<file path="src/rtl/btn_bank_debounce.sv">
// Purpose: N-channel push-button front end: 2-flop sync, debounce, press/release/long-press pulses.
// Latency: level/rise/fall 2+DB_CYC cycles after a stable raw edge; long_press LONG_CYC cycles after rise.
// Backpressure: none; every output is a registered level or a 1-cycle pulse, so the consumer samples each cycle.
// Build option: define BTN_REPEAT_EN to add the LONG state and periodic repeat_p; otherwise repeat_p is 0.
module btn_bank_debounce #(
    parameter int N_BTN       = 4,
    parameter int CLK_HZ      = 50_000_000,
    parameter int DEBOUNCE_MS = 5,
    parameter int LONG_MS     = 1000,
    parameter int REPEAT_MS   = 200,
    parameter bit ACTIVE_LOW  = 1'b0
) (
    input  logic             clk,
    input  logic             rst,
    input  logic [N_BTN-1:0] btn_raw,
    output logic [N_BTN-1:0] level,
    output logic [N_BTN-1:0] rise,
    output logic [N_BTN-1:0] fall,
    output logic [N_BTN-1:0] long_press,
    output logic [N_BTN-1:0] repeat_p
);

    localparam int DB_CYC   = (CLK_HZ / 1000) * DEBOUNCE_MS;
    localparam int LONG_CYC = (CLK_HZ / 1000) * LONG_MS;
    localparam int REP_CYC  = (CLK_HZ / 1000) * REPEAT_MS;

    // One hold counter per channel serves both the long-press and the repeat interval.
    localparam int DB_W = $clog2(DB_CYC + 1);
    localparam int HC_W = $clog2(((LONG_CYC > REP_CYC) ? LONG_CYC : REP_CYC) + 1);

    localparam logic [DB_W-1:0] DB_TERM = DB_W'(DB_CYC - 1);
    localparam logic [HC_W-1:0] LG_TERM = HC_W'(LONG_CYC - 1);
    // Parking value once long_press has fired and no repeat logic exists.
    localparam logic [HC_W-1:0] LG_DONE = HC_W'(LONG_CYC);
`ifdef BTN_REPEAT_EN
    localparam logic [HC_W-1:0] RP_TERM = HC_W'(REP_CYC - 1);
`endif

    if (DB_CYC < 2) begin : g_chk_db
        $error("btn_bank_debounce: DB_CYC must be at least 2");
    end
    if (LONG_CYC <= DB_CYC) begin : g_chk_long
        $error("btn_bank_debounce: LONG_CYC must exceed DB_CYC");
    end
    if (REP_CYC < 1) begin : g_chk_rep
        $error("btn_bank_debounce: REP_CYC must be at least 1");
    end

    typedef enum logic [1:0] {
        S_IDLE = 2'd0,
        S_HELD = 2'd1,
        S_LONG = 2'd2
    } hold_state_t;

    // Polarity is corrected ahead of the first flop so everything downstream sees 1 = pressed.
    logic [N_BTN-1:0] pol_raw;
    logic [N_BTN-1:0] sync1_q;
    logic [N_BTN-1:0] sync2_q;

    assign pol_raw = ACTIVE_LOW ? ~btn_raw : btn_raw;

    // Two-flop synchroniser for the asynchronous button inputs.
    always_ff @(posedge clk) begin
        if (rst) begin
            sync1_q <= '0;
            sync2_q <= '0;
        end else begin
            sync1_q <= pol_raw;
            sync2_q <= sync1_q;
        end
    end

    for (genvar i = 0; i < N_BTN; i++) begin : g_ch
        logic [DB_W-1:0] db_cnt_q;
        logic [DB_W-1:0] db_cnt_d;
        logic            commit;
        logic            press_commit;
        logic            release_commit;
        logic            level_q;
        logic            rise_q;
        logic            fall_q;
        logic            long_q;
        logic [HC_W-1:0] hold_cnt_q;
        hold_state_t     state_q;
`ifdef BTN_REPEAT_EN
        logic            rep_q;
`endif

        // Debounce: count while the synced value disagrees with level; any agreement restarts.
        always_comb begin
            commit   = 1'b0;
            db_cnt_d = '0;
            if (sync2_q[i] != level_q) begin
                if (db_cnt_q == DB_TERM) begin
                    commit = 1'b1;
                end else begin
                    db_cnt_d = db_cnt_q + 1'b1;
                end
            end
        end

        assign press_commit   = commit & sync2_q[i];
        assign release_commit = commit & ~sync2_q[i];

        // Committed level and its edge pulses change together on the commit cycle.
        always_ff @(posedge clk) begin
            if (rst) begin
                db_cnt_q <= '0;
                level_q  <= 1'b0;
                rise_q   <= 1'b0;
                fall_q   <= 1'b0;
            end else begin
                db_cnt_q <= db_cnt_d;
                if (commit) begin
                    level_q <= sync2_q[i];
                end
                rise_q <= press_commit;
                fall_q <= release_commit;
            end
        end

        // Hold FSM: time the press, pulse long_press (and repeat_p); a release commit always wins.
        always_ff @(posedge clk) begin
            if (rst) begin
                state_q    <= S_IDLE;
                hold_cnt_q <= '0;
                long_q     <= 1'b0;
`ifdef BTN_REPEAT_EN
                rep_q      <= 1'b0;
`endif
            end else begin
                long_q <= 1'b0;
`ifdef BTN_REPEAT_EN
                rep_q  <= 1'b0;
`endif
                if (release_commit) begin
                    state_q    <= S_IDLE;
                    hold_cnt_q <= '0;
                end else begin
                    case (state_q)
                        S_IDLE: begin
                            if (press_commit) begin
                                state_q    <= S_HELD;
                                hold_cnt_q <= '0;
                            end
                        end
                        S_HELD: begin
                            if (hold_cnt_q == LG_TERM && level_q) begin
                                long_q <= 1'b1;
`ifdef BTN_REPEAT_EN
                                state_q    <= S_LONG;
                                hold_cnt_q <= '0;
`else
                                hold_cnt_q <= LG_DONE;
`endif
                            end else if (hold_cnt_q != LG_DONE) begin
                                hold_cnt_q <= hold_cnt_q + 1'b1;
                            end
                        end
`ifdef BTN_REPEAT_EN
                        S_LONG: begin
                            if (hold_cnt_q == RP_TERM) begin
                                rep_q      <= 1'b1;
                                hold_cnt_q <= '0;
                            end else begin
                                hold_cnt_q <= hold_cnt_q + 1'b1;
                            end
                        end
`endif
                        default: begin
                            state_q    <= S_IDLE;
                            hold_cnt_q <= '0;
                        end
                    endcase
                end
            end
        end

        assign level[i]      = level_q;
        assign rise[i]       = rise_q;
        assign fall[i]       = fall_q;
        assign long_press[i] = long_q;
`ifdef BTN_REPEAT_EN
        assign repeat_p[i]   = rep_q;
`else
        assign repeat_p[i]   = 1'b0;
`endif
    end

endmodule
</file>
<file path="config.mk">
export PLATFORM = sky130hd
export DESIGN_NAME = btn_bank_debounce
export DESIGN_NICKNAME = d
export VERILOG_FILES = /design/src/rtl/btn_bank_debounce.sv
export SDC_FILE = /design/constraint.sdc
export NUM_CORES = 1
export LEC_CHECK = 0
export BUFFER_PORTS_ARGS = -buffer_cell sky130_fd_sc_hd__clkbuf_2
export CAP_MARGIN = 20
export CORE_MARGIN = 4
export CORE_UTILIZATION = 50
export CTS_BUF_LIST = sky130_fd_sc_hd__clkbuf_8
export CTS_CLUSTER_DIAMETER = 120
export DETAILED_ROUTE_END_ITERATION = 10
export PLACE_DENSITY_LB_ADDON = 0.05
export SLEW_MARGIN = 10
export SYNTH_ARGS = -nofsm -noshare
export SYNTH_HDL_FRONTEND = slang
export SYNTH_SLANG_ARGS = --single-unit
</file>
<file path="constraint.sdc">
create_clock -name clk -period 3.4 [get_ports clk]
set_clock_uncertainty 0.2 [all_clocks]
set_input_delay 0.51 -clock clk [delete_from_list [all_inputs] [get_ports clk]]
set_output_delay 0.51 -clock clk [all_outputs]
set_load 0.03 [all_outputs]
</file>
==> impl_metrics.env, run 1 <==
export IMPL_start_util_pct=51.0
export IMPL_antenna_cells=0
export IMPL_cts_tree="built"
export IMPL_nNetsFinal=1381
export IMPL_slew_headroom_pct=33.2
export IMPL_grt_max_degree=31
export IMPL_seqPwrFrac_pct=47.4
export IMPL_placedCellCount=1596
export IMPL_grt_antenna_before_repair=0
export IMPL_grt_remaining_overflow=0
export IMPL_layout_commonest_cell="dfxtp_1"
export IMPL_final_cells=1666
export IMPL_end_kind="flop"
export IMPL_drc=0
export IMPL_cts_buffer_depth=3
export IMPL_p_sw_share_pct=22.3
export IMPL_syn_avg_cell_area_um2=8.05
export IMPL_synth_ff_type="dfxtp_1"
export IMPL_p_int_mw=3.96
export IMPL_gp_congestion=0.826
export IMPL_core_area_um2=21800
export IMPL_slew_violations=0
export IMPL_clock_root_buffer="clkbuf_8"
export IMPL_rsz0062_at_grt="false"
export IMPL_grt_usage_pct=21.0
export IMPL_die_area_um2=24700
export IMPL_irDropWorstVdd_mv=0.253
export IMPL_mostFrequentLayoutCells="dfxtp_1, nand3_1, nor2_1"
export IMPL_synth_warnings=0
export IMPL_dp_hpwl_um=17100
export IMPL_wire_per_inst_um=15.7
export IMPL_post_route_min_period_ns=2.76
export IMPL_cts_max_level=2
export IMPL_crit_required_ns=3.59
export IMPL_p_comb_share_pct=2.8
export IMPL_post_cts_resized=0
export IMPL_yosys_register_bits=204
export IMPL_path_clk_slew_ns=0.05
export IMPL_outcome="complete, no violations"
export IMPL_period_share_pct=81.0
export IMPL_synth_edf_count=0
export IMPL_async_reset_ff_share_pct=0
export IMPL_vias=10121
export IMPL_pin_count=26
export IMPL_cts_setup_buffers=0
export IMPL_yosysSeqAreaShare_pct=36.7
export IMPL_layout_drive_gt1_share_pct=9.09
export IMPL_port_buffer_count=21
export IMPL_path_max_fanout=25
export IMPL_syn_instance_count=1381
export IMPL_firstDrtPassIters=5
export IMPL_p_clk_share_pct=49.8
export IMPL_antenna_left=0
export IMPL_setup_viol_count_final=0
export IMPL_grt_pass1_wl_um=44600
export IMPL_dr_first_iter_drc_count=557
export IMPL_cap_violations=0
export IMPL_worstMarginPinSlew_ns=0.998
export IMPL_chipHeight_um=157
export IMPL_ys_types=74
export IMPL_syn_cell_area_um2=11100
export IMPL_grt_pass1_vias=9193
export IMPL_hp_class="in2reg"
export IMPL_rows=54
export IMPL_p_leak_nw=3.63
export IMPL_crit_type="reg2reg"
export IMPL_powerDensity_nw_per_um2=424
export IMPL_clock_fmax_ghz=0.363
export IMPL_hold_violations=0
export IMPL_syn_to_final_growth_pct=8.30
export IMPL_clock_sinks=204
export IMPL_fin_setup_tns_ns=0
export IMPL_die_width_um=157
export IMPL_drt_wl_total_um=26100
export IMPL_startpoint_type="flop"
export IMPL_switchingPower_mw=1.14
export IMPL_clock_latency_ns=0.51
export IMPL_routed_via_density=6.08
export IMPL_arrival_ns=2.95
export IMPL_cts_buffers=38
## metal layers
layer,track usage [%],part of all wire (%)
met1,29.9,49
met3,3.46,4.6
met4,4.88,1.5
met2,33.5,45
met5,0,0
## synthesized netlist by cell type (all sizes together) (8+ instances only)
cell,count,share of area [%]
inv,27,0.91
o21a,13,0.88
and3,25,1.4
buf,52,3.2
or3,48,2.7
nor2,109,3.7
nor2b,14,0.79
a31oi,56,3.2
and2,10,0.56
nor3,46,2.1
or2,8,0.45
o21ai,30,1.5
xor2,28,2.2
nand3,175,8.0
nor4,31,1.9
o31a,9,0.71
or4,20,1.5
nand2,90,3.0
clkbuf,55,1.9
a21oi,49,2.2
xnor2,37,2.9
nand2b,14,0.79
nand4,72,4.1
ha,16,1.8
and4,24,1.9
o211ai,21,1.4
dfxtp,204,37
nor4b,11,0.87
## timing repair
action / 4_1_cts / 5_1_grt
endpoints found under the setup margin: 0 / 0
hold buffers: 3 / 0
endpoints found under the hold margin: 3 / 0
## power by group through the flow
stage / clock network (mW) / logic (mW) / registers [mW]
after detailed placement: 0 / 0.140 / 2.47
after floorplan: 0 / 0.115 / 2.46
after CTS: 2.63 / 0.142 / 2.42
after global placement: 0 / 0.140 / 2.47
after global routing: 2.76 / 0.157 / 2.42
final: 2.54 / 0.141 / 2.42
## final cells by class
cell class              count  area, um^2
inverters                  27         101
clock buffers              56         771
repair buffers             42         270
fillers                  2062        9780
flip-flops and latches    204        4080
clock inverters            11        72.6
multi-input cells        1046        6390
well taps                 280         350
## path summary, 6_finish.rpt
check / from / to / slack, ns / depth (start not counted)
max: g_ch[1].hold_cnt_q[8] / g_ch[1].hold_cnt_q[9] / 0.64 / 5
min: btn_raw[1] / sync1_q[1] / 0.04 / 2
max reg2reg: g_ch[1].hold_cnt_q[8] / g_ch[1].hold_cnt_q[9] / 0.64 / 5
min reg2reg: sync1_q[1] / sync2_q[1] / 0.23 / 1
## cells by family after synthesis
kind of cell | count (synthesis) | share of synthesized area, %
xor+xnor | 65 | 5.12
mux | 7 | 0.630
buf+inv | 134 | 5.97
other cells | 1 | 0.0337
flops | 204 | 36.7
simple gates | 730 | 36.4
fa+ha+maj | 16 | 1.80
compound gates | 224 | 13.4
## worst max-delay path, stage by stage (launching register included)
cell,delay [ns]
dfxtp_1,0.38
or4_4,0.57
or4_4,0.45
o21a_1,0.55
a41oi_1,0.42
a211oi_2,0.07
## state kept, by name, indices dropped and copies added, names as in the netlist
signal	count
g_ch.level_q	4
g_ch.state_q	4
g_ch.long_q	4
g_ch.rise_q	4
g_ch.hold_cnt_q	104
sync2_q	4
g_ch.fall_q	4
sync1_q	4
g_ch.db_cnt_q	72
## through the flow
stage	util, %	power [mW]	area, um^2	setup slack (ns)	hold WS [ns]
2_1_floorplan	-	2.58	11100	1.01	0.214
3_3_place_gp	51.2	2.61	11200	0.705	0.220
3_5_place_dp	51.2	2.61	11200	0.671	0.222
4_1_cts	55.2	5.19	12000	0.664	0.0248
5_1_grt	55.2	5.34	12000	0.447	0.0387
6_report	55.2	5.10	12000	0.644	0.0403
(Power assumes the default switching activity.)
==> inputs of run 2 (changes only) <==
Clock period 3.4 ns to 2.3 ns, I/O delays scaled along.
==> run 2 against run 1 <==
Effect of this change:
- the flow now finishes with violations (negative setup slack)
- clock power increased by 31%
- worst setup slack got worse by 0.67 ns
- flip-flop and latch count unchanged
- clock-buffer cell count decreased by 9
- sequential power increased by 48%
- sequential share of layout area decreased by 3.9 points
- largest cell class unchanged
==> impl_metrics.env, run 2 (same netlist as run 1, synthesis figures left out) <==
export IMPL_drc=0
export IMPL_hp_class="in2reg"
export IMPL_worstMarginPinSlew_ns=0.777
export IMPL_grt_remaining_overflow=0
export IMPL_cts_buffers=37
export IMPL_clock_latency_ns=0.53
export IMPL_mostFrequentLayoutCells="dfxtp_1, nand3_1, buf_4"
export IMPL_dp_hpwl_um=19500
export IMPL_path_clk_slew_ns=0.06
export IMPL_cts_buffer_depth=3
export IMPL_pin_count=26
export IMPL_antenna_cells=0
export IMPL_largest_register="g_ch.hold_cnt_q"
export IMPL_gp_congestion=0.871
export IMPL_period_share_pct=101
export IMPL_irDropWorstVdd_mv=0.371
export IMPL_seq_area_um2=4110
export IMPL_largest_register_ffs=104
export IMPL_powerDensity_nw_per_um2=528
export IMPL_rsz0062_at_grt="true"
export IMPL_firstDrtPassIters=5
export IMPL_finalPower_mw=7.24
export IMPL_antenna_left=0
export IMPL_holdWs_ns=0.0659
export IMPL_setup_viol_count_final=3
export IMPL_min_from="rst"
export IMPL_fin_setup_tns_ns=-0.0327
export IMPL_cts_tree="built"
export IMPL_clock_sinks=204
export IMPL_worst_slack_ns=-0.0208
export IMPL_layout_drive_gt1_share_pct=22.6
export IMPL_grt_max_degree=27
export IMPL_arrival_ns=2.53
export IMPL_cap_violations=0
export IMPL_vias=10740
export IMPL_hold_violations=0
export IMPL_crit_required_ns=2.51
export IMPL_grt_pass1_vias=10133
export IMPL_wire_per_inst_um=15.7
export IMPL_p_leak_nw=4.57
export IMPL_core_area_um2=21800
export IMPL_startpoint="g_ch[1].hold_cnt_q[8]"
export IMPL_rows=54
export IMPL_cts_max_level=2
export IMPL_syn_to_final_growth_pct=23.3
export IMPL_nNetsFinal=1545
export IMPL_multi_input_area_um2=6630
export IMPL_grt_pass1_wl_um=48400
export IMPL_die_area_um2=24700
export IMPL_startpoint_type="flop"
export IMPL_dr_first_iter_drc_count=610
export IMPL_grt_usage_pct=22.9
export IMPL_outcome="complete, but fails checks"
export IMPL_die_width_um=157
export IMPL_slew_violations=0
export IMPL_post_route_min_period_ns=2.32
export IMPL_start_util_pct=51.0
export IMPL_crit_type="reg2reg"
export IMPL_clock_fmax_ghz=0.431
export IMPL_path_max_fanout=10
export IMPL_clock_root_buffer="clkbuf_8"
export IMPL_routed_via_density=5.88
export IMPL_num_fill_cells=1982
export IMPL_grt_antenna_before_repair=0
export IMPL_r2r_start="g_ch[1].hold_cnt_q[8]"
export IMPL_violations="negative setup slack"
export IMPL_end_kind="flop"
export IMPL_drt_wl_total_um=28800
export IMPL_reg_top3="g_ch.hold_cnt_q x104, g_ch.db_cnt_q x72"
export IMPL_slew_headroom_pct=48.0
export IMPL_chipHeight_um=157
export IMPL_port_buffer_count=21
export IMPL_layout_commonest_cell="dfxtp_1"
## run 2: path summary, 6_finish.rpt
kind / endpoint / slack [ns] / cells after the start
max reg2reg: g_ch[1].hold_cnt_q[15] / -0.02 / 6
max: g_ch[1].hold_cnt_q[15] / -0.02 / 6
min: sync2_q[3] / 0.07 / 2
min reg2reg: sync2_q[3] / 0.24 / 1
## run 2: metrics by stage
| stage | setup slack [ns] | area [um^2] | util [%] | instances |
|---|---|---|---|---|
| detailed placement | -0.0854 | 12500 | 57.1 | 1748 |
| floorplan | -0.0575 | 11100 | - | 1384 |
| global route | -0.0786 | 13700 | 62.8 | 1828 |
| CTS | -0.0163 | 13300 | 61.1 | 1821 |
| finish | -0.0208 | 13700 | 62.8 | 1828 |
| global placement | 0.00271 | 12500 | 57.1 | 1748 |
## run 2: metal layers
| metal | vias to the layer above | share of wire, % | GRT usage [%] | routed length (um) |
|---|---|---|---|---|
| li1 | 5418 | - | - | - |
| met1 | 5045 | 48 | 31.9 | 13700 |
| met2 | 230 | 46 | 37.0 | 13200 |
| met3 | 47 | 4.4 | 3.44 | 1280 |
| met4 | 0 | 2.0 | 6.60 | 576 |
| met5 | - | 0 | 0 | 0 |
## run 2: worst max-delay path, cell delays in order (launching register included)
cell and delay [ns]:
dfxtp_2 0.32, or4_4 0.53, or4_4 0.46, o21a_4 0.24
bufbuf_16 0.28, o211ai_1 0.08, a31oi_1 0.10
## run 2: final cells by class
class                           instances  share of cell area [%]
Tap cell                              280                    2.56
Sequential cell                       204                    30.0
Multi-Input combinational cell       1046                    48.4
Inverter                               27                   0.739
Clock buffer                           47                    4.72
Timing Repair Buffer                  207                    13.1
Clock inverter                         17                   0.566
## run 2: where the power goes
group | internal [mW] | leakage, nW | switching (mW)
Combinational | 0.152 | 2.50 | 0.189
Sequential | 3.55 | 1.66 | 0.0155
Clock | 1.83 | 0.411 | 1.50
Total | 5.54 | 4.57 | 1.70
## run 2: timing repair
item                                   CTS  global route
setup endpoints to repair               12            68
gates cloned                             2             3
hold buffers                             4             0
gates resized for setup                  4            76
pin swaps                                4            33
endpoints found under the hold margin    4             0
setup buffers                            3             5
==> inputs of run 3 (changes only) <==
Settings changed: CORE_ASPECT_RATIO set to 0.7.
==> run 3 against run 2 <==
Effect of this change:
- the run still ends with negative setup slack left
- maximum frequency grew 0.70%
- worst setup slack better by 0.016 ns
- clock power up 5%
- utilization about the same
- largest cell class unchanged
==> impl_metrics.env, run 3 (same netlist as run 1, synthesis figures left out) <==
export IMPL_outcome="complete, but fails checks"
export IMPL_violations="negative setup slack"
export IMPL_vias=10909
export IMPL_reg_top3="g_ch.hold_cnt_q x104, g_ch.db_cnt_q x72"
export IMPL_setup_viol_count_final=1
export IMPL_layout_drive_gt1_share_pct=22.4
export IMPL_die_area_um2=24700
export IMPL_r2r_slack_ns=-0.005
export IMPL_drt_wl_total_um=29800
export IMPL_grt_max_degree=27
export IMPL_cap_violations=0
export IMPL_firstDrtPassIters=5
export IMPL_grt_usage_pct=23.1
export IMPL_dr_first_iter_drc_count=885
export IMPL_slew_violations=0
export IMPL_hold_violations=0
export IMPL_dp_hpwl_um=20200
export IMPL_end_kind="flop"
export IMPL_clock_sinks=204
export IMPL_crit_family="simple AND/OR/NAND/NOR gates"
export IMPL_core_area_um2=21800
export IMPL_post_route_min_period_ns=2.30
export IMPL_final_cells=1831
export IMPL_worst_slack_ns=-0.00458
export IMPL_finalPower_mw=7.36
export IMPL_rows=45
export IMPL_wire_per_inst_um=16.3
export IMPL_cts_buffers=34
export IMPL_largest_register_ffs=104
export IMPL_grt_remaining_overflow=0
export IMPL_slowest_delay_ns=0.52
export IMPL_irDropWorstVdd_mv=0.402
export IMPL_worstMarginPinSlew_ns=0.539
export IMPL_port_buffer_count=21
export IMPL_crit_required_ns=2.53
export IMPL_placedCellCount=1745
export IMPL_mostFrequentLayoutCells="dfxtp_1, nand3_1, buf_4"
export IMPL_chipHeight_um=133
export IMPL_utilization_pct=62.8
export IMPL_crit_chain="or4_4, or4_4, o21ai_4, buf_12, buf_12, nor4_1, nor4_1"
export IMPL_syn_to_final_growth_pct=23.0
export IMPL_p_leak_nw=4.57
export IMPL_antenna_cells=0
export IMPL_routed_via_density=5.96
export IMPL_start_util_pct=51.0
export IMPL_worst_path_max_delay_cell="or4_4"
export IMPL_clock_root_buffer="clkbuf_8"
export IMPL_period_share_pct=100
export IMPL_cts_tree="built"
export IMPL_antenna_left=0
export IMPL_nNetsFinal=1545
export IMPL_die_width_um=186
export IMPL_gp_congestion=0.897
export IMPL_drc=0
export IMPL_slew_headroom_pct=63.5
export IMPL_crit_type="reg2reg"
export IMPL_largest_register="g_ch.hold_cnt_q"
export IMPL_grt_pass1_vias=9654
export IMPL_startpoint_type="flop"
export IMPL_arrival_ns=2.54
export IMPL_hp_class="in2reg"
export IMPL_clock_latency_ns=0.53
export IMPL_grt_pass1_wl_um=48700
export IMPL_path_buf_inv=2
export IMPL_clock_fmax_ghz=0.434
export IMPL_grt_antenna_before_repair=0
export IMPL_pin_count=26
export IMPL_powerDensity_nw_per_um2=538
export IMPL_cts_max_level=2
export IMPL_layout_commonest_cell="dfxtp_1"
export IMPL_rsz0062_at_grt="true"
export IMPL_path_max_fanout=7
export IMPL_path_clk_slew_ns=0.07
export IMPL_cts_buffer_depth=3
==> run 3: worst paths after layout <==
kind,startpoint,endpoint,cells after the start
worst max register to register,g_ch[1].hold_cnt_q[8],g_ch[1].hold_cnt_q[22],7
worst min-delay path,rst,g_ch[1].state_q[0],3
worst max-delay path,g_ch[1].hold_cnt_q[8],g_ch[1].hold_cnt_q[22],7
worst min register to register,sync1_q[1],sync2_q[1],1
==> run 3: area by class of cell <==
type                            instances  area [um^2]
Tap cell                              282          353
Clock inverter                         14         81.3
Clock buffer                           48          661
Fill cell                            1946         8110
Sequential cell                       204         4110
Timing Repair Buffer                  210         1710
Inverter                               27          101
Multi-Input combinational cell       1046         6660
==> run 3: worst min-delay path: stages <==
cell,delay (ns)
clkbuf_2,0.15
buf_4,0.22
a21oi_1,0.05
==> run 3: report_power, final <==
part	total [mW]	leakage, nW	internal [mW]	switching, mW
Combinational	0.324	2.49	0.136	0.189
Sequential	3.56	1.65	3.55	0.0140
Clock	3.48	0.426	1.96	1.52
Total	7.36	4.57	5.64	1.72
==> run 3: routing by layer <==
metal  global-route usage [%]  wire [um]
met1                     37.4      15400
met2                     31.2      12000
met3                     3.85       1890
met4                     5.70        543
met5                        0          0
==> run 3: repair_timing <==
item                       in CTS  in global routing
hold buffers                    4                  0
pin swaps                       2                 27
setup endpoints to repair      12                103
gates resized for setup         8                 85
buffers inserted                0                 14
cloned                          0                  6
hold endpoints to repair        4                  0
==> run 3: through the flow <==
stage | hold slack (ns) | cell area (um^2) | setup WS (ns) | TNS [ns]
after floorplan | 0.214 | 11100 | -0.0575 | -0.341
after global placement | 0.223 | 12400 | -0.0583 | -0.0583
after detailed placement | 0.220 | 12400 | -0.0524 | -0.148
after CTS | 0.0715 | 13200 | -0.00295 | -0.00295
after global routing | 0.0896 | 13700 | -0.0927 | -0.904
final | 0.109 | 13700 | -0.00458 | -0.00458
